===== src/rtl/high_address_responder.sv =====
// Single-outstanding request/response target with four 32-bit registers mapped
// at 0xFF000000..0xFF00000C and a configurable number of wait states.
module high_address_responder #(
   parameter int unsigned WAIT_CYCLES = 2
) (
   input  logic        clk,
   input  logic        rstN,
   input  logic        req_valid,
   output logic        req_ready,
   input  logic        req_write,
   input  logic [31:0] req_addr,
   input  logic [31:0] req_wdata,
   output logic        rsp_valid,
   input  logic        rsp_ready,
   output logic [31:0] rsp_rdata,
   output logic        rsp_error
);

   localparam int unsigned ADDR_W   = 32;
   localparam int unsigned DATA_W   = 32;
   localparam int unsigned CNT_W    = 3;
   localparam int unsigned IDX_W    = 2;
   localparam int unsigned NUM_REGS = 4;

   localparam bit               HAS_WAIT  = (WAIT_CYCLES != 0);
   localparam logic [CNT_W-1:0] WAIT_LOAD = HAS_WAIT ? CNT_W'(WAIT_CYCLES - 1) : '0;

   typedef enum logic [1:0] {
      S_IDLE = 2'd0,
      S_WAIT = 2'd1,
      S_RESP = 2'd2
   } state_t;

   state_t              state_q, state_d;
   logic [CNT_W-1:0]    cnt_q, cnt_d;
   logic [DATA_W-1:0]   regs_q [NUM_REGS];
   logic [DATA_W-1:0]   regs_d [NUM_REGS];
   logic                hold_write_q, hold_write_d;
   logic [ADDR_W-1:0]   hold_addr_q, hold_addr_d;
   logic [DATA_W-1:0]   hold_wdata_q, hold_wdata_d;
   logic                req_ready_q, req_ready_d;
   logic                rsp_valid_q, rsp_valid_d;
   logic [DATA_W-1:0]   rsp_rdata_q, rsp_rdata_d;
   logic                rsp_error_q, rsp_error_d;
   logic                enter_resp;
   logic                txn_hit;
   logic [IDX_W-1:0]    txn_idx;

   // Register window: four word-aligned slots at the bottom of the 0xFF byte region.
   function automatic logic addr_hit(input logic [ADDR_W-1:0] a);
      return (a[31:24] == 8'hFF) && (a[23:4] == 20'h0) && (a[1:0] == 2'b00);
   endfunction

   always_comb begin
      state_d      = state_q;
      cnt_d        = cnt_q;
      regs_d       = regs_q;
      hold_write_d = hold_write_q;
      hold_addr_d  = hold_addr_q;
      hold_wdata_d = hold_wdata_q;
      rsp_rdata_d  = rsp_rdata_q;
      rsp_error_d  = rsp_error_q;
      enter_resp   = 1'b0;

      case (state_q)
         S_IDLE: begin
            if (req_valid) begin
               hold_write_d = req_write;
               hold_addr_d  = req_addr;
               hold_wdata_d = req_wdata;
               if (HAS_WAIT) begin
                  state_d = S_WAIT;
                  cnt_d   = WAIT_LOAD;
               end else begin
                  state_d    = S_RESP;
                  enter_resp = 1'b1;
               end
            end
         end
         S_WAIT: begin
            if (cnt_q == '0) begin
               state_d    = S_RESP;
               enter_resp = 1'b1;
            end else begin
               cnt_d = cnt_q - CNT_W'(1);
            end
         end
         S_RESP: begin
            if (rsp_ready) begin
               state_d     = S_IDLE;
               rsp_rdata_d = '0;
               rsp_error_d = 1'b0;
            end
         end
         default: state_d = S_IDLE;
      endcase

      // Decode from the captured copy so a zero-wait accept sees the same view.
      txn_hit = addr_hit(hold_addr_d);
      txn_idx = hold_addr_d[3:2];

      // Register access and response payload are committed once, on RESP entry.
      if (enter_resp) begin
         if (!txn_hit) begin
            rsp_rdata_d = '0;
            rsp_error_d = 1'b1;
         end else if (hold_write_d) begin
            regs_d[txn_idx] = hold_wdata_d;
            rsp_rdata_d     = '0;
            rsp_error_d     = 1'b0;
         end else begin
            rsp_rdata_d = regs_q[txn_idx];
            rsp_error_d = 1'b0;
         end
      end

      req_ready_d = (state_d == S_IDLE);
      rsp_valid_d = (state_d == S_RESP);
   end

   always_ff @(posedge clk or negedge rstN) begin
      if (!rstN) begin
         state_q      <= S_IDLE;
         cnt_q        <= '0;
         hold_write_q <= 1'b0;
         hold_addr_q  <= '0;
         hold_wdata_q <= '0;
         req_ready_q  <= 1'b1;
         rsp_valid_q  <= 1'b0;
         rsp_rdata_q  <= '0;
         rsp_error_q  <= 1'b0;
         for (int i = 0; i < NUM_REGS; i++) begin
            regs_q[i] <= '0;
         end
      end else begin
         state_q      <= state_d;
         cnt_q        <= cnt_d;
         hold_write_q <= hold_write_d;
         hold_addr_q  <= hold_addr_d;
         hold_wdata_q <= hold_wdata_d;
         req_ready_q  <= req_ready_d;
         rsp_valid_q  <= rsp_valid_d;
         rsp_rdata_q  <= rsp_rdata_d;
         rsp_error_q  <= rsp_error_d;
         for (int i = 0; i < NUM_REGS; i++) begin
            regs_q[i] <= regs_d[i];
         end
      end
   end

   assign req_ready = req_ready_q;
   assign rsp_valid = rsp_valid_q;
   assign rsp_rdata = rsp_rdata_q;
   assign rsp_error = rsp_error_q;

endmodule

===== config.mk =====
export PLATFORM = sky130hd
export DESIGN_NAME = high_address_responder
export DESIGN_NICKNAME = d
export VERILOG_FILES = /design/src/rtl/high_address_responder.sv
export SDC_FILE = /design/constraint.sdc
export NUM_CORES = 1
export LEC_CHECK = 0
export ABC_AREA = 1
export ABC_CLOCK_PERIOD_IN_PS = 3730
export CORE_ASPECT_RATIO = 1.4
export CORE_MARGIN = 2
export CORE_UTILIZATION = 50
export DETAILED_ROUTE_END_ITERATION = 7
export PLACE_DENSITY = 0.76
export RECOVER_POWER = 100
export SKIP_CTS_REPAIR_TIMING = 1
export SYNTH_ARGS = -nofsm -noshare
export SYNTH_HDL_FRONTEND = slang
export SYNTH_SLANG_ARGS = --single-unit

===== constraint.sdc =====
create_clock -name clk -period 3.73 [get_ports clk]
set_input_delay 0.5595 -clock clk [delete_from_list [all_inputs] [get_ports clk]]
set_output_delay 0.5595 -clock clk [all_outputs]
set_load 0.02 [all_outputs]

==> implementation parameters, run 1 <==
Parameter                              Value

Run status
  Result of the run ... finished with violations
  Violations in the final reports ... capacitance limit, slew limit

Yosys
  Share of synthesized cell area in full adder, half adder and majority cells ... 0.223%
  Total of flip-flops plus latches after synthesis ... 233
  Count of cell types in the netlist ... 25
  Mean post-synth cell area ... 7.55 sq um
  Gate Count Post-Synth ... 1487
  Proportion of synthesized area in mux cells ... 0%
  Leading post-synthesis cells by cell area ... sky130_fd_sc_hd__dfrtp_1, sky130_fd_sc_hd__nand2_1, sky130_fd_sc_hd__nand4_1
  Sequential-to-total area share from yosys stat ... 52.0%
  Top cells by count, synth ... sky130_fd_sc_hd__nand2_1, sky130_fd_sc_hd__dfrtp_1, sky130_fd_sc_hd__nand4_1, sky130_fd_sc_hd__nand3_1, sky130_fd_sc_hd__inv_1
  Area leader, netlist ... sky130_fd_sc_hd__dfrtp_1
  Number of synthesized flops with an enable pin ... 0
  Fraction of registers with async set or reset after synthesis ... 100%
  Most common flop cell mapped by yosys ... sky130_fd_sc_hd__dfrtp_1
  Total standard cell area after synthesis ... 11200 sq um
  Post-synthesis xor/xnor area fraction ... 0%
  Yosys synthesis warning count ... 0
  Post-synthesis share of cell area spent on and, or, nand and nor gates ... 39.5%
  Main combinational cell family by area after synthesis ... simple AND/OR/NAND/NOR gates
  Most frequently used cell type in the post-synthesis netlist ... sky130_fd_sc_hd__nand2_1
  Post-synth top area share ... 51.7%
  Synthesized Nets ... 1558
  Complex-gate fraction of the synthesized area ... 2.06%

Power
  Pwr/cell area ... 632 nW/um^2
  LEAKAGE ... 0.00719 uW
  Fraction of power spent switching nets ... 40.1%
  Internal power ... 5040 uW
  Reported net switching power ... 3380 uW
  Portion of total power attributed to the clock network ... 29.2%
  Peak supply drop ... 0.000361 V
  Share of power burned in registers ... 36.0%
  Share of total power in combinational logic ... 34.8%

Place
  Half-perimeter wire length after detailed placement ... 18.0 mm
  Number of cells in the design after placement ... 1822
  Placed Area ... 12600 sq um
  PortBufs ... 103
  Dpl ws ... 0.406 ns
  Gpl congestion ... 0.840

STA
  Setup TNS ... 0 ns
  Max Clk Rate ... 315 MHz
  Post-route fraction of the period consumed by the critical path ... 85.0%
  Final critical path time including I/O delays and setup ... 3.17 ns
  Final count of hold timing violations ... 0
  Setup ws final ... 0.558 ns
  Transition time of the tightest slew-check pin ... 2.12 ns
  Clock skew ... 0.0108 ns
  Tightest slew margin relative to the limit ... -41.6%
  RSZ-0062 raised after global routing ... false
  Slew Limit Fails ... 49
  Count of endpoints failing setup in the final report ... 0

Floorplanning
  Starting density of the core ... 51.2%
  Row cnt ... 64
  Height of the die ... 181 microns
  Total die area ... 23700 sq um
  Core area ... 21900 sq um
  Count of boundary I/O pins ... 104
  Horizontal extent of the die ... 131 microns

Global route
  Global routing usage summed across all routing layers ... 26.6%
  Number of global-route vias before repair ... 10.1k
  Antenna violations before repair ... 0
  First-pass GRT wire length ... 50.9 mm
  Total global routing overflow ... 0
  Pin count of the biggest net entering global routing ... 122

Routing
  ANT nets after route ... 0
  Number of violations reported at the end of detailed-routing iteration 0 ... 886
  Routed length per placed instance ... 16.6 microns
  Total routed wirelength ... 30.9 mm
  Total vias in the final route ... 10.3k
  Initial DRT Pass Iterations ... 7
  Detailed-route vias per instance ... 5.54
  DRC violation count after routing ... 0

Critical path
  Setup crit start kind ... register
  Arrival time at the worst endpoint ... 3.61 ns
  Reg-to-reg critical path startpoint ... state_q[1]
  Register-to-Register Path Depth ... 8
  Endpoint required time on the critical path ... 4.17 ns
  Worst setup path start ... state_q[1]
  Nature of the critical path endpoint ... register
  Worst flop-to-flop path endpoint ... regs_q[34]
  Worst-case register-to-register setup slack ... 0.56 ns
  Critical Path Fanout Max ... 56
  WS Path Type ... register to register

Clock network
  Clock input transition at the sequential cells of the worst setup and hold paths ... 0.07 ns
  Num CTS Buffers ... 23
  Sink Count ... 233
  Number of levels in the clock H-tree ... 1
  Maximum number of buffers from clock root to sink ... 3
  TritonCTS clock tree ... built
  Clk Tree Root Cell ... sky130_fd_sc_hd__clkbuf_16
  Clock latency at the later pin of the worst-skew pair ... 0.51 ns

Cells and area
  # nets final ... 1621
  Final standard cell count with taps included and fillers excluded ... 1862
  Final Instance Area ... 13300 sq um
  Area growth from synthesis to final layout ... 18.8%
  Antenna diodes ... 0
  Proportion of layout cells with a drive suffix above 1 ... 5.69%

Hold path
  Class of the tightest hold or removal check ... input port to async pin

Job
  Max-capacitance violation count ... 1
## area by class of cell
cell class	instances	area, sq um
clock buffers	29	638
clock inverters	11	168
fillers	1937	8600
inverters	58	218
multi-input cells	1091	4700
flip-flops and latches	233	5830
well taps	297	372
repair buffers	143	1410
## critical path: stages, from the launching register on
cell and delay, ns:
sky130_fd_sc_hd__dfrtp_1 0.46, sky130_fd_sc_hd__nor2_1 0.23, sky130_fd_sc_hd__inv_1 0.11, sky130_fd_sc_hd__nor2_1 0.23, sky130_fd_sc_hd__inv_1 0.66, sky130_fd_sc_hd__nor2_4 0.46, sky130_fd_sc_hd__clkbuf_4 0.64, sky130_fd_sc_hd__nand4_1 0.19
sky130_fd_sc_hd__nand2_1 0.11
## layout by cell type, fill, tap and decap left out, types with 2 or more instances in the layout
| cell type | n |
|---|---|
| sky130_fd_sc_hd__nand2_1 | 798 |
| sky130_fd_sc_hd__clkbuf_8 | 4 |
| sky130_fd_sc_hd__clkbuf_1 | 10 |
| sky130_fd_sc_hd__nor2_4 | 3 |
| sky130_fd_sc_hd__inv_1 | 56 |
| sky130_fd_sc_hd__ha_1 | 2 |
| sky130_fd_sc_hd__inv_2 | 2 |
| sky130_fd_sc_hd__nor2_2 | 6 |
| sky130_fd_sc_hd__a21oi_1 | 33 |
| sky130_fd_sc_hd__clkinv_4 | 2 |
| sky130_fd_sc_hd__clkdlybuf4s50_1 | 66 |
| sky130_fd_sc_hd__clkinvlp_4 | 2 |
| sky130_fd_sc_hd__clkinv_2 | 3 |
| sky130_fd_sc_hd__buf_12 | 8 |
| sky130_fd_sc_hd__nand3_1 | 62 |
| sky130_fd_sc_hd__bufinv_16 | 4 |
| sky130_fd_sc_hd__or2_2 | 2 |
| sky130_fd_sc_hd__nand3b_1 | 12 |
| sky130_fd_sc_hd__buf_4 | 22 |
| sky130_fd_sc_hd__clkbuf_16 | 23 |
| sky130_fd_sc_hd__dlygate4sd3_1 | 36 |
| sky130_fd_sc_hd__o21ai_0 | 9 |
| sky130_fd_sc_hd__dfrtp_1 | 232 |
| sky130_fd_sc_hd__nor2_1 | 28 |
| sky130_fd_sc_hd__nand4_1 | 129 |
| sky130_fd_sc_hd__nand4_2 | 3 |
## cell families after synthesis
group / count (synthesis)
adders and majority gates: 2
DFF: 233
and+or+nand+nor: 1045
AOI/OAI and AO/OA: 44
buffers and inverters: 163
## stage by stage
step | total power [uW] | utilization [%] | hold WS (ns)
finish | 8430 | 60.8 | 0.133
global route | 8870 | 60.8 | 0.205
CTS | 8460 | 61.0 | 0.190
detailed placement | 5990 | 57.3 | 0.462
global placement | 5940 | 57.3 | 0.456
floorplan | 5000 | - | 0.264
## how the worst max path moves through the flow
stage	end	slack, ns	cells past startpoint
after floorplan	regs_q[34]	1.71	12
after global placement	regs_q[94]	0.46	14
after detailed placement	regs_q[68]	0.41	10
after CTS	regs_q[62]	0.85	13
after global routing	regs_q[1]	0.33	8
final	regs_q[34]	0.56	8
## power groups by stage
stage          clock network [uW]  logic, uW  registers (uW)
2_1_floorplan                   0       1930            3070
3_3_place_gp                    0       2880            3070
3_5_place_dp                    0       2910            3080
4_1_cts                      2490       2930            3040
5_1_grt                      2590       3210            3070
6_report                     2460       2930            3040
## state kept, by name, indices dropped and copies added, names as in the netlist
name,flops
cnt_q,3
hold_addr_q,32
hold_wdata_q,32
hold_write_q,1
regs_q,128
req_ready,1
rsp_error,1
rsp_rdata,32
rsp_valid,1
state_q,2
## metal layers
| layer | global-route usage, % | vias to the layer above | part of all wire (%) |
|---|---|---|---|
| met5 | 0 | - | 0 |
| met4 | 8.64 | 0 | 2.6 |
| met3 | 3.32 | 65 | 7.9 |
| met2 | 44.4 | 442 | 49 |
| met1 | 36.1 | 4935 | 41 |
| li1 | - | 4868 | - |
Power figures use the tool's default switching activity.
==> run 2, diff against run 1 <==
ABC_CLOCK_PERIOD_IN_PS = 3100   (was 3730)
SLEW_MARGIN = 40   (was not set)
clock period = 3.1 ns   (was 3.73 ns; I/O delays follow)
==> run 2 against run 1 <==
- highest routed layer unchanged
- wire length is 0.72% higher
- combinational power is 23% higher
- flip-flop and latch count stayed put
- clock skew is 0.0017 ns lower
- the flow still finishes with violations (capacitance limit, slew limit)
- clock-buffer cell count stayed put
- sequential power is 20% higher
- sequential share of layout area is 0.12 points lower
- die area stayed put
- clock power is 20% higher
- largest power group unchanged
- total power is 21% higher
- setup slack worse by 0.19 ns
- non-clock buffer count is 7 higher
==> implementation parameters, run 2 (synthesized netlist as in run 1, its figures left out) <==
Parameter                              Value

STA
  RSZ-0062 raised after global routing ... false (unchanged)
  Setup TNS ... 0 ns (unchanged)
  Count of endpoints failing setup in the final report ... 0 (unchanged)
  Tightest slew margin relative to the limit ... -2.15% (was -41.6%)
  Setup ws final ... 0.366 ns (was 0.558 ns)
  Final critical path time including I/O delays and setup ... 2.73 ns
  Transition time of the tightest slew-check pin ... 1.53 ns (was 2.12 ns)
  Post-route fraction of the period consumed by the critical path ... 88.2%
  Final count of hold timing violations ... 0 (unchanged)
  Max Clk Rate ... 366 MHz
  Slew Limit Fails ... 70 (was 49)
  Clock skew ... 0.00920 ns (was 0.0108 ns)

Global route
  Antenna violations before repair ... 0 (unchanged)
  Total global routing overflow ... 0 (unchanged)
  First-pass GRT wire length ... 51.6 mm (was 50.9 mm)
  Number of global-route vias before repair ... 10.2k (was 10.1k)
  Pin count of the biggest net entering global routing ... 83 (was 122)
  Global routing usage summed across all routing layers ... 26.9% (was 26.6%)

Critical path
  Register-to-Register Path Depth ... 11 (was 8)
  Worst-case register-to-register setup slack ... 0.45 ns (was 0.56 ns)
  Setup crit start kind ... input port (was register)
  Critical Path Fanout Max ... 21 (was 56)
  Nature of the critical path endpoint ... register (unchanged)
  Arrival time at the worst endpoint ... 3.18 ns (was 3.61 ns)
  Reg-to-reg critical path startpoint ... state_q[0] (was state_q[1])
  Endpoint required time on the critical path ... 3.55 ns (was 4.17 ns)
  Worst flop-to-flop path endpoint ... rsp_rdata[22] (was regs_q[34])
  WS Path Type ... input port to register (was register to register)

Clock network
  Num CTS Buffers ... 22 (was 23)
  TritonCTS clock tree ... built (unchanged)
  Maximum number of buffers from clock root to sink ... 3 (unchanged)
  Number of levels in the clock H-tree ... 1 (unchanged)
  Clk Tree Root Cell ... sky130_fd_sc_hd__clkbuf_16 (unchanged)
  Clock latency at the later pin of the worst-skew pair ... 0.51 ns (about the same)
  Sink Count ... 233 (unchanged)
  Clock input transition at the sequential cells of the worst setup and hold paths ... 0.07 ns (about the same)

Floorplanning
  Height of the die ... 181 microns (unchanged)
  Total die area ... 23700 sq um (unchanged)
  Horizontal extent of the die ... 131 microns (unchanged)
  Count of boundary I/O pins ... 104 (unchanged)
  Row cnt ... 64 (unchanged)
  Starting density of the core ... 51.2% (unchanged)
  Core area ... 21900 sq um (unchanged)

Routing
  Met2 routed wirelength ... 14.8 mm (was 15.0 mm)
  ANT nets after route ... 0 (unchanged)
  DRC violation count after routing ... 0 (unchanged)
  Detailed-route vias per instance ... 5.53 (was 5.54)
  Total vias in the final route ... 10.3k (about the same)
  Number of violations reported at the end of detailed-routing iteration 0 ... 835 (was 886)
  Routed met3 length ... 2.46 mm (was 2.44 mm)
  Initial DRT Pass Iterations ... 5 (was 7)
  Top routing layer used ... met4 (unchanged)
  Metal1 wirelength ... 13.0 mm (was 12.6 mm)
  Total routed wirelength ... 31.1 mm (was 30.9 mm)
  Routed length per placed instance ... 16.6 microns (about the same)

Place
  Gpl congestion ... 0.808 (was 0.840)
  PortBufs ... 103 (unchanged)
  Dpl ws ... 0.271 ns (was 0.406 ns)
  Half-perimeter wire length after detailed placement ... 18.3 mm (was 18.0 mm)

Cells and area
  # nets final ... 1627 (was 1621)
  Proportion of layout cells with a drive suffix above 1 ... 6.11% (was 5.69%)
  Commonest non-fill, non-tap cells in the layout ... sky130_fd_sc_hd__nand2_1, sky130_fd_sc_hd__dfrtp_1, sky130_fd_sc_hd__nand4_1 (unchanged)
  Most common cell after layout, fill and taps aside ... sky130_fd_sc_hd__nand2_1 (unchanged)
  Area growth from synthesis to final layout ... 19.1% (was 18.8%)
  Max reg flops ... 128 (unchanged)
  Biggest register ... regs_q (unchanged)
  Antenna diodes ... 0 (unchanged)

Power
  LEAKAGE ... 0.00722 uW (was 0.00719 uW)
  Pwr/cell area ... 764 nW/um^2 (was 632 nW/um^2)
  Share of total power in combinational logic ... 35.3% (was 34.8%)
  Fraction of power spent switching nets ... 40.2% (was 40.1%)
  Reported net switching power ... 4110 uW (was 3380 uW)
  Peak supply drop ... 0.000479 V (was 0.000361 V)
  Portion of total power attributed to the clock network ... 29.0% (was 29.2%)
  Internal power ... 6100 uW (was 5040 uW)
  Share of power burned in registers ... 35.7% (was 36.0%)

Hold path
  Class of the tightest hold or removal check ... register to register (was input port to async pin)
  Worst hold endpoint ... hold_addr_q[31]
  Worst Min Path Start ... hold_addr_q[31]
  Cell depth of the worst min-delay path ... 2

Run status
  Result of the run ... finished with violations (unchanged)
  Violations in the final reports ... capacitance limit, slew limit (unchanged)

Job
  Max-capacitance violation count ... 1 (unchanged)
run 2: cell types whose count changed in the layout (fill, tap and decap cells not counted), moves of 2 or more:
| cell | previous run | this run |
|---|---|---|
| sky130_fd_sc_hd__clkbuf_1 | 10 | 7 |
| sky130_fd_sc_hd__buf_12 | 8 | 11 |
| sky130_fd_sc_hd__nand4_2 | 3 | 0 |
| sky130_fd_sc_hd__clkinv_2 | 3 | 6 |
| sky130_fd_sc_hd__clkinv_4 | 2 | 0 |
| sky130_fd_sc_hd__clkinvlp_4 | 2 | 0 |
| sky130_fd_sc_hd__clkbuf_2 | 0 | 8 |
| sky130_fd_sc_hd__nand4_1 | 129 | 132 |
run 2: cell type report:
type                       count  area, sq um
clock buffer                  29          628
clock inverter                11          161
fill                        1940         8570
inverter                      58          218
multi-input combinational   1091         4670
sequential                   233         5830
tap                          297          372
timing repair buffer         150         1490
run 2: worst max-delay path: stages:
cell                            delay [ns]
sky130_fd_sc_hd__dlygate4sd3_1        0.64
sky130_fd_sc_hd__nand2_1              0.08
sky130_fd_sc_hd__nor2_1               0.45
sky130_fd_sc_hd__or2_2                0.24
sky130_fd_sc_hd__o21ai_4              0.14
sky130_fd_sc_hd__inv_2                0.14
sky130_fd_sc_hd__clkbuf_2             0.51
sky130_fd_sc_hd__nand2_1              0.13
sky130_fd_sc_hd__a21oi_1              0.23
sky130_fd_sc_hd__nand2_1              0.08
sky130_fd_sc_hd__nand2_1              0.06
run 2: through the flow:
| stage | util (%) | hold slack [ns] | instances | power (uW) | cell area [sq um] |
|---|---|---|---|---|---|
| 5_1_grt | 61.0 | 0.494 | 1869 | 10800 | 13400 |
| 4_1_cts | 61.3 | -0.0299 | 1868 | 10300 | 13400 |
| 2_1_floorplan | - | 0.169 | 1487 | 6020 | 11200 |
| 3_5_place_dp | 57.7 | 0.459 | 1828 | 7310 | 12700 |
| 3_3_place_gp | 57.7 | 0.454 | 1828 | 7250 | 12700 |
| 6_report | 61.0 | 0.471 | 1869 | 10200 | 13400 |
run 2: power by group through the flow:
stage          registers (uW)  clock network (uW)  logic (uW)
2_1_floorplan            3690                   0        2330
3_3_place_gp             3690                   0        3560
3_5_place_dp             3700                   0        3610
4_1_cts                  3650                2990        3630
5_1_grt                  3690                3130        3940
6_report                 3640                2960        3610
run 2: worst max path at each step:
stage               startpoint             to  slack, ns  cells after the start
finish               req_valid  rsp_rdata[22]       0.37                     11
global route        state_q[1]      regs_q[3]       0.21                     14
CTS                 state_q[1]     regs_q[94]       0.63                     14
detailed placement   req_valid     regs_q[94]       0.27                     15
global placement     req_valid     regs_q[70]       0.31                     15
floorplan           state_q[1]     regs_q[34]       1.09                     13
run 2: layer usage:
| metal | vias to the layer above | global-route usage (%) |
|---|---|---|
| li1 | 4867 | - |
| met1 | 4957 | 37.2 |
| met2 | 445 | 43.1 |
| met3 | 59 | 4.50 |
| met4 | 0 | 8.77 |
| met5 | - | 0 |
==> run 3, diff against run 2 <==
--- a/config.mk
+++ b/config.mk
@@ -8,5 +8,5 @@
 export ABC_AREA = 1
 export ABC_CLOCK_PERIOD_IN_PS = 3100
-export CORE_ASPECT_RATIO = 1.4
+export CORE_ASPECT_RATIO = 1.2
 export CORE_MARGIN = 2
 export CORE_UTILIZATION = 50
==> constraint.sdc (replaced) <==
create_clock -name clk -period 3.1 [get_ports clk]
set_input_delay 0.62 -clock clk [delete_from_list [all_inputs] [get_ports clk]]
set_output_delay 0.62 -clock clk [all_outputs]
set_load 0.02 [all_outputs]
==> run 3 against run 2 <==
- the run still ends with capacitance limit, slew limit left
- clock power grew 7.4%
- register-to-register slack better by 0.03 ns
- wire length shrank 0.25%
- fmax is 1.8% lower
- cell area grew 0.94%
- sequential share of layout area decreased by 0.41 points
- total power up 2.7%
- clock skew shrank 0.0015 ns
- via count is essentially flat
==> implementation parameters, run 3 (synthesized netlist as in run 1, its figures left out) <==
Parameter                              Value

Run status
  Result of the run ... finished with violations (unchanged)
  Violations in the final reports ... capacitance limit, slew limit (unchanged)

Floorplanning
  Row cnt ... 60 (was 64)
  Core area ... 22200 sq um (was 21900 sq um)
  Starting density of the core ... 50.5% (was 51.2%)
  Count of boundary I/O pins ... 104 (unchanged)
  Total die area ... 23700 sq um (about the same)
  Height of the die ... 168 microns (was 181 microns)
  Horizontal extent of the die ... 141 microns (was 131 microns)

Power
  LEAKAGE ... 0.00730 uW (was 0.00722 uW)
  Peak supply drop ... 0.000575 V (was 0.000479 V)
  Share of power burned in registers ... 34.8% (was 35.7%)
  Internal power ... 6360 uW (was 6100 uW)
  Share of total power in combinational logic ... 34.8% (was 35.3%)
  Reported net switching power ... 4120 uW (was 4110 uW)
  Fraction of power spent switching nets ... 39.3% (was 40.2%)
  Portion of total power attributed to the clock network ... 30.3% (was 29.0%)
  Pwr/cell area ... 777 nW/um^2 (was 764 nW/um^2)

Routing
  Initial DRT Pass Iterations ... 5 (unchanged)
  Total routed wirelength ... 31.0 mm (was 31.1 mm)
  Routed length per placed instance ... 16.7 microns (was 16.6 microns)
  DRC violation count after routing ... 0 (unchanged)
  Number of violations reported at the end of detailed-routing iteration 0 ... 904 (was 835)
  Detailed-route vias per instance ... 5.56 (was 5.53)
  ANT nets after route ... 0 (unchanged)
  Total vias in the final route ... 10.3k (about the same)

Critical path
  Setup crit start kind ... input port (unchanged)
  Cell seen most often among critical-path stages ... sky130_fd_sc_hd__nand2_1 (unchanged)
  Reg-to-reg critical path startpoint ... state_q[1] (was state_q[0])
  Critical Path Fanout Max ... 66 (was 21)
  WS Path Type ... input port to register (unchanged)
  Nature of the critical path endpoint ... register (unchanged)
  Arrival time at the worst endpoint ... 3.23 ns (was 3.18 ns)
  Crit path max-delay cell type ... sky130_fd_sc_hd__dlygate4sd3_1 (unchanged)
  Endpoint required time on the critical path ... 3.55 ns (about the same)
  Worst setup path start ... req_valid (unchanged)
  Worst path cell trace ... dlygate4sd3_1 -> nand2_1 -> buf_12 -> or2_0 -> nand2_1 -> buf_12 -> nor2_1 -> buf_4 -> nand4_1 -> nand2_1 (was dlygate4sd3_1 -> nand2_1 -> nor2_1 -> or2_2 -> o21ai_4 -> inv_2 -> clkbuf_2 -> nand2_1 -> a21oi_1 -> nand2_1 -> nand2_1)
  Stage delay of the slowest cell on the critical path ... 0.65 ns (was 0.64 ns)

Global route
  First-pass GRT wire length ... 50.9 mm (was 51.6 mm)
  Antenna violations before repair ... 0 (unchanged)
  Global routing usage summed across all routing layers ... 26.2% (was 26.9%)
  Pin count of the biggest net entering global routing ... 97 (was 83)
  Number of global-route vias before repair ... 10.0k (was 10.2k)
  Total global routing overflow ... 0 (unchanged)

Clock network
  Clock latency at the later pin of the worst-skew pair ... 0.51 ns (about the same)
  Clock input transition at the sequential cells of the worst setup and hold paths ... 0.06 ns (was 0.07 ns)
  Number of levels in the clock H-tree ... 1 (unchanged)
  Num CTS Buffers ... 24 (was 22)
  Sink Count ... 233 (unchanged)
  TritonCTS clock tree ... built (unchanged)
  Clk Tree Root Cell ... sky130_fd_sc_hd__clkbuf_16 (unchanged)
  Maximum number of buffers from clock root to sink ... 3 (unchanged)

Cells and area
  Max reg flops ... 128 (unchanged)
  FF/Latch Area ... 5830 sq um (unchanged)
  Area growth from synthesis to final layout ... 20.3% (was 19.1%)
  Commonest non-fill, non-tap cells in the layout ... sky130_fd_sc_hd__nand2_1, sky130_fd_sc_hd__dfrtp_1, sky130_fd_sc_hd__nand4_1 (unchanged)
  Biggest register ... regs_q (unchanged)
  Multi-input logic area ... 4680 sq um (was 4670 sq um)
  Most common cell after layout, fill and taps aside ... sky130_fd_sc_hd__nand2_1 (unchanged)
  Post-Route Utilization ... 60.8% (was 61.0%)
  Proportion of layout cells with a drive suffix above 1 ... 6.59% (was 6.11%)
  # nets final ... 1632 (was 1627)
  Antenna diodes ... 0 (unchanged)
  Number of filler cells placed in the layout ... 1916 (was 1940)

STA
  Final critical path time including I/O delays and setup ... 2.79 ns (was 2.73 ns)
  Max Clk Rate ... 359 MHz (was 366 MHz)
  Clock skew ... 0.00774 ns (was 0.00920 ns)
  Post-route worst hold slack ... 0.474 ns (was 0.471 ns)
  Tightest slew margin relative to the limit ... -20.8% (was -2.15%)
  Final count of hold timing violations ... 0 (unchanged)
  Count of endpoints failing setup in the final report ... 0 (unchanged)
  Post-route fraction of the period consumed by the critical path ... 89.8% (was 88.2%)
  Slew Limit Fails ... 73 (was 70)
  Transition time of the tightest slew-check pin ... 1.81 ns (was 1.53 ns)
  Setup TNS ... 0 ns (unchanged)
  RSZ-0062 raised after global routing ... false (unchanged)

Job
  Max-capacitance violation count ... 1 (unchanged)

Hold path
  Worst Min Path Start ... hold_addr_q[12] (was hold_addr_q[31])
  Class of the tightest hold or removal check ... register to register (unchanged)

Place
  PortBufs ... 103 (unchanged)
  Gpl congestion ... 0.813 (was 0.808)
  Half-perimeter wire length after detailed placement ... 18.8 mm (was 18.3 mm)
[run 3: changes by cell type in the layout (fill, tap and decap cells not counted), sizes merged]
cell         change
clkbuf           +3
clkinv           -1
inv              -2
bufinv           +1
dlygate4sd3      -1
buf              +6
clkinvlp         +1
[run 3: layer usage]
| metal | global-route usage, % | part of all wire [%] | up-vias |
|---|---|---|---|
| li1 | - | - | 4886 |
| met1 | 35.7 | 42 | 4965 |
| met4 | 8.87 | 2.4 | 0 |
| met3 | 3.56 | 7.0 | 59 |
| met2 | 43.4 | 48 | 423 |
| met5 | 0 | 0 | - |
[run 3: layout make-up]
| type | count | share of cell area (%) |
|---|---|---|
| tap | 279 | 2.59 |
| multi-input combinational | 1091 | 34.7 |
| timing repair buffer | 153 | 11.4 |
| clock buffer | 34 | 5.18 |
| clock inverter | 10 | 1.32 |
| sequential | 233 | 43.2 |
| inverter | 58 | 1.61 |
[run 3: final timing paths]
check / to / cells after the start / slack [ns]
worst max-delay path: regs_q[29] / 10 / 0.31
worst min-delay path: hold_addr_q[12] / 2 / 0.47
worst max register to register: regs_q[1] / 11 / 0.48
worst min register to register: hold_addr_q[12] / 2 / 0.47
max in group asynchronous: rsp_rdata[10] / 2 / 0.69
min in group asynchronous: rsp_rdata[27] / 1 / 0.60
[run 3: per-stage QoR]
stage                     worst slack (ns)  total power [uW]  instances  cell area (sq um)
after global placement               0.115              7230       1814              12700
final                                0.315             10500       1858              13500
after CTS                            0.555             10500       1858              13600
after detailed placement            0.0404              7320       1814              12700
after floorplan                       1.02              6020       1487              11200
after global routing                 0.168             11000       1858              13500
[run 3: power by group through the flow]
| stage | clock network [uW] | registers, uW | logic [uW] |
|---|---|---|---|
| floorplan | 0 | 3690 | 2330 |
| global placement | 0 | 3690 | 3540 |
| detailed placement | 0 | 3710 | 3610 |
| CTS | 3220 | 3650 | 3650 |
| global route | 3350 | 3700 | 3990 |
| finish | 3180 | 3650 | 3650 |
[run 3: worst max-delay path: cells and delay by family]
kind / cells / cell delay, ns
AND/OR/NAND/NOR: 6 / 1.01
buffers and inverters: 4 / 1.57
